<file path="config.mk">
export PLATFORM = sky130hd
export DESIGN_NAME = operand_fetch_stage
export DESIGN_NICKNAME = d
export VERILOG_FILES = /design/src/rtl/operand_fetch_stage_pkg.sv /design/src/rtl/operand_fetch_stage_regfile_2r1w.sv /design/src/rtl/operand_fetch_stage.sv
export SDC_FILE = /design/constraint.sdc
export NUM_CORES = 2
export LEC_CHECK = 0
export ABC_CLOCK_PERIOD_IN_PS = 2800
export BUFFER_PORTS_ARGS = -buffer_cell sky130_fd_sc_hd__buf_2
export CORE_MARGIN = 3
export CORE_UTILIZATION = 53
export DETAILED_ROUTE_END_ITERATION = 10
export MAX_ROUTING_LAYER = met4
export PLACE_DENSITY = 0.69
export SKIP_LAST_GASP = 1
export SLEW_MARGIN = 20
export SYNTH_ARGS = -nofsm -noshare
export SYNTH_HDL_FRONTEND = slang
export SYNTH_SLANG_ARGS = --single-unit
</file>
<file path="constraint.sdc">
create_clock -name clock -period 2.8 [get_ports clock]
set_input_delay 0 -clock clock [delete_from_list [all_inputs] [get_ports clock]]
set_output_delay 0 -clock clock [all_outputs]
set_load 0.05 [all_outputs]
</file>
<file path="src/rtl/operand_fetch_stage_pkg.sv">
// Shared constants for the operand fetch stage: geometry, ALU function encodings
// and status bit positions.
package operand_fetch_stage_pkg;

    localparam int WIDTH    = 64;
    localparam int NREGS    = 32;
    localparam int ZERO_REG = 31;
    localparam int AW       = $clog2(NREGS);

    typedef enum logic [4:0] {
        FS_AND = 5'b00000,
        FS_OR  = 5'b00100,
        FS_ADD = 5'b01000,
        FS_SUB = 5'b01001,
        FS_XOR = 5'b01100,
        FS_SHL = 5'b10000,
        FS_SHR = 5'b10100
    } fs_e;

    localparam int ST_V = 3;
    localparam int ST_C = 2;
    localparam int ST_N = 1;
    localparam int ST_Z = 0;

endpackage

</file>
<file path="src/rtl/operand_fetch_stage_regfile_2r1w.sv">
// Two-read / one-write register array with a hard-wired zero register and
// write-before-read bypass on both read ports.
module regfile_2r1w
    import operand_fetch_stage_pkg::*;
#(
    parameter int DW     = WIDTH,
    parameter int NR     = NREGS,
    parameter int ZR_IDX = ZERO_REG,
    parameter int AWID   = $clog2(NR)
) (
    input  logic            clock,
    input  logic            reset_n,
    input  logic            we,
    input  logic [AWID-1:0] wa,
    input  logic [DW-1:0]   wd,
    input  logic [AWID-1:0] ra_a,
    input  logic [AWID-1:0] ra_b,
    output logic [DW-1:0]   rd_a,
    output logic [DW-1:0]   rd_b
);

    localparam logic [AWID-1:0] ZR = AWID'(ZR_IDX);

    logic [DW-1:0] mem [NR];
    logic          wr_live;

    assign wr_live = we && (wa != ZR);

    always_ff @(posedge clock or negedge reset_n) begin
        if (!reset_n) begin
            for (int i = 0; i < NR; i++) begin
                mem[i] <= '0;
            end
        end else if (wr_live) begin
            mem[wa] <= wd;
        end
    end

    // Zero register wins over bypass; a write to it is never live anyway.
    always_comb begin
        rd_a = mem[ra_a];
        if (ra_a == ZR) begin
            rd_a = '0;
        end else if (wr_live && (wa == ra_a)) begin
            rd_a = wd;
        end
    end

    always_comb begin
        rd_b = mem[ra_b];
        if (ra_b == ZR) begin
            rd_b = '0;
        end else if (wr_live && (wa == ra_b)) begin
            rd_b = wd;
        end
    end

endmodule

</file>
<file path="src/rtl/operand_fetch_stage.sv">
// Operand stage ahead of the ALU: register file read, A/B/FS operand latches with
// stall hold, and the ALU status flag register.
module operand_fetch_stage
    import operand_fetch_stage_pkg::*;
#(
    parameter int WIDTH_P    = WIDTH,
    parameter int NREGS_P    = NREGS,
    parameter int ZERO_REG_P = ZERO_REG
) (
    input  logic                        clock,
    input  logic                        reset_n,
    input  logic                        in_valid,
    input  logic                        stall,
    input  logic [$clog2(NREGS_P)-1:0]  SA,
    input  logic [$clog2(NREGS_P)-1:0]  SB,
    input  logic [4:0]                  FS_in,
    input  logic                        W,
    input  logic [$clog2(NREGS_P)-1:0]  DA,
    input  logic [WIDTH_P-1:0]          D,
    input  logic                        SL,
    input  logic [3:0]                  status_in,
    output logic [WIDTH_P-1:0]          A,
    output logic [WIDTH_P-1:0]          B,
    output logic [4:0]                  FS,
    output logic                        out_valid,
    output logic [3:0]                  flags
);

    logic [WIDTH_P-1:0] read_a;
    logic [WIDTH_P-1:0] read_b;

    regfile_2r1w #(
        .DW     (WIDTH_P),
        .NR     (NREGS_P),
        .ZR_IDX (ZERO_REG_P)
    ) u_regfile (
        .clock   (clock),
        .reset_n (reset_n),
        .we      (W),
        .wa      (DA),
        .wd      (D),
        .ra_a    (SA),
        .ra_b    (SB),
        .rd_a    (read_a),
        .rd_b    (read_b)
    );

    // Latches track the read ports even when in_valid is low; only out_valid qualifies them.
    always_ff @(posedge clock or negedge reset_n) begin
        if (!reset_n) begin
            A         <= '0;
            B         <= '0;
            FS        <= '0;
            out_valid <= 1'b0;
        end else if (!stall) begin
            A         <= read_a;
            B         <= read_b;
            FS        <= FS_in;
            out_valid <= in_valid;
        end
    end

    always_ff @(posedge clock or negedge reset_n) begin
        if (!reset_n) begin
            flags <= '0;
        end else if (SL) begin
            flags <= status_in;
        end
    end

endmodule

</file>
==> metrics.cfg <==
[run_status]
status=completed

[finish]
syn_to_final_growth_pct=13.9
drive_above_1_share_pct=55.9
fin_nets=7448

[sta]
fin_ws_ps=110
slew_headroom_pct=25.1
fin_crit_sh_pct=96.1
max_freq_mhz=372
tightest_slew_ps=1120
fin_skew_ps=68.2
hold_violations=0
tns_ps=0
drv_slew=0
rsz0062_at_grt=no
setup_viol=0
period_minus_slack_ps=2690

[global_route]
grt_pass1_wl_um=541000
grt_max_degree=137
antenna_found_initial=27
track_usage_pct=35.1
overflow=0
grt_pass1_vias=75400

[worst_setup_path]
cpPeakStageDelay_ps=590
reg2reg_slack_ps=230
crit_path_end_kind=flop
rr_startpoint=u_regfile.mem[628]$_DFFE_PN0P_
path_max_fanout=36
crit_required_ps=3620
cp_cell_sequence=dlygate4sd3_1, buf_8, buf_12, a41oi_1, nor4b_4, buf_12, a22oi_1, dlygate4sd3_1, o21ai_0, dlygate4sd3_1
crit_type=in2reg
crit_family=buffers and inverters
path_buf_inv=6
cpMostUsedCell=dlygate4sd3_1
rr_worst_depth=6
cp-start-kind=primary input
reg2reg_to=A[52]$_DFFE_PN0N_
cp.arrival_ps=3510
worst_path_max_delay_cell=dlygate4sd3_1

[drt]
dr_total_vias=73100
drt_iter0_markers=8389
antenna_left=0
drcViolationCount=0
via_per_inst=7.05
wirelength_um=372000
first_pass_iters=5
wire_per_inst_um=35.9

[die]
coreArea_um2=213000
start_util_pct=53.5
die_h_um=469
die_x_um=469
dieArea_um2=220000
rows=169
io_pins=232

[pwr]
total_power_mw=94.4
switching_share_pct=27.8
p_sw_mw=26.2
clkPwrFrac_pct=34.3
p_per_area_nw_per_um2=729
p_seq_share_pct=44.7
p_comb_share_pct=21.1
power.internal_mw=68.2
leakagePower_nw=56.4
ir_drop_uv=587

[hold_path]
hold_depth=5
hp-start=DA[3]
min_to=u_regfile.mem[234]$_DFFE_PN0P_
worstHoldPathType=in2reg

[synthesis]
ys_seq_area_share_pct=48.1
synth.avg_cell_area_um2=15.8
ys_ff_latch=2186
synth-main-ff-cell=dfrtp_1
yosys_warnings=0
syn_nets=7292
synth_edf_count=0
synth_top_area_share_pct=48.1
syn-instance-count=7198
async_reset_ff_share_pct=100
synth_commonest_cells=2186 x dfrtp_1, 2057 x mux2_2, 1069 x mux4_2
synthTopCellsByArea=dfrtp_1 48%, mux4_2 21%, mux2_2 20%
synth_cell_types=52
yosysTopAreaCell=dfrtp_1
synth_most_common_cell=dfrtp_1
syn-cell-area_um2=114000

[cts]
cts.sinks=2186
clock_tree.buffer_depth=3
cts_tree=done
cts_setup_buffers=0
h-tree-depth=4
cts-root-buf=clkbuf_16
clk_pin_slew_ps=60
clk-insertion-delay-late_ps=920
cts_buffers=232

[place]
gp_congestion=0.839
portBuffers=231
place_hpwl_um=213000
place_ws_ps=210

[flow_run]
cap_violations=0

## worst max path at each step
stage / from / endpoint / slack [ps] / depth (start not counted)
after floorplan: SA[0] / A[19]$_DFFE_PN0N_ / 780 / 10
after global placement: SA[0] / A[47]$_DFFE_PN0N_ / 230 / 9
after detailed placement: DA[4] / u_regfile.mem[968]$_DFFE_PN0P_ / 210 / 5
after CTS: SA[2] / A[17]$_DFFE_PN0N_ / 6 / 10
after global routing: SB[1] / B[53]$_DFFE_PN0N_ / 40 / 10
final: SB[1] / B[53]$_DFFE_PN0N_ / 110 / 10
## what timing repair did
item,CTS,global route
endpoints found under the setup margin,0,5
gates resized for setup,0,2
hold endpoints to repair,4308,0
hold buffers,118,0
## power groups by stage
stage / clock (mW) / sequential (mW) / combinational [mW]
final: 32.4 / 42.2 / 19.9
after CTS: 32.7 / 41.9 / 19.9
after global placement: 0 / 41.9 / 19.2
after global routing: 34.1 / 42.8 / 21.1
after floorplan: 0 / 42.0 / 13.9
after detailed placement: 0 / 42.4 / 19.6
## final cells by class
type | instances | area [um^2]
fillers | 15800 | 83200
multi-input cells | 4177 | 55600
flip-flops and latches | 2186 | 54700
repair buffers | 755 | 7570
clock buffers | 327 | 6670
well taps | 2821 | 3530
clock inverters | 95 | 1310
diodes | 12 | 30.0
inverters | 2 | 12.5
## sequential cells by signal (all words and copies together), names as in the netlist
| name | flops |
|---|---|
| u_regfile.mem | 2048 |
| FS | 5 |
| flags | 4 |
| out_valid | 1 |
| B | 64 |
| A | 64 |
## worst reg2reg max path, stage by stage (launching register included)
cell,delay (ps)
dfrtp_1,410
mux4_2,460
mux4_2,480
nor2b_1,160
nor4b_1,320
a21oi_1,70
dlygate4sd3_1,570
## through the flow
step,instances,utilization [%],hold WS [ps],area [um^2]
5_1_grt,10400,60.9,32.8,129000
3_3_place_gp,9822,56.5,-66.6,120000
6_report,10400,60.9,45.7,129000
4_1_cts,10400,60.8,9.89,129000
3_5_place_dp,9822,56.5,-65.9,120000
2_1_floorplan,7198,-,-296,114000
## cell families (layout without fill, tap and decap cells)
logic type | after synthesis | in the layout | synth area share, %
multiplexers | 3381 | 3381 | 43.8
flip-flops | 2186 | 2186 | 48.1
buffers and inverters | 835 | 1179 | 3.29
AO/OA/AOI/OAI | 457 | 457 | 3.21
AND/OR/NAND/NOR | 329 | 329 | 1.53
XOR/XNOR | 10 | 10 | 0.0770
other | 0 | 12 | 0
## cell usage in the layout (no fill, tap or decap), drive strengths merged, types with 6 or more instances in the layout
master	instances
dfrtp	2186
mux2	2057
mux4	1069
buf	637
clkbuf	328
mux2i	255
dlygate4sd3	117
nand2	94
a221o	84
a2111oi	62
nor2b	59
a22o	57
a22oi	56
o22ai	56
clkinv	53
nor2	42
a211oi	34
a21oi	32
o21ai	30
bufinv	26
nand3	24
nor3	24
and3	22
nand2b	19
or3b	17
a32o	16
diode	12
a211o	12
xnor2	10
clkinvlp	9
inv	9
nor4b	6
o31ai	6
## metal layers
layer | track usage, % | vias to the layer above | wire length, um
li1 | - | 28400 | -
met1 | 46.5 | 40000 | 146000
met2 | 53.4 | 3707 | 176000
met3 | 6.72 | 959 | 32000
met4 | 15.1 | 0 | 18200
met5 | - | - | 0
No activity file was read; power rests on OpenSTA's default activity.
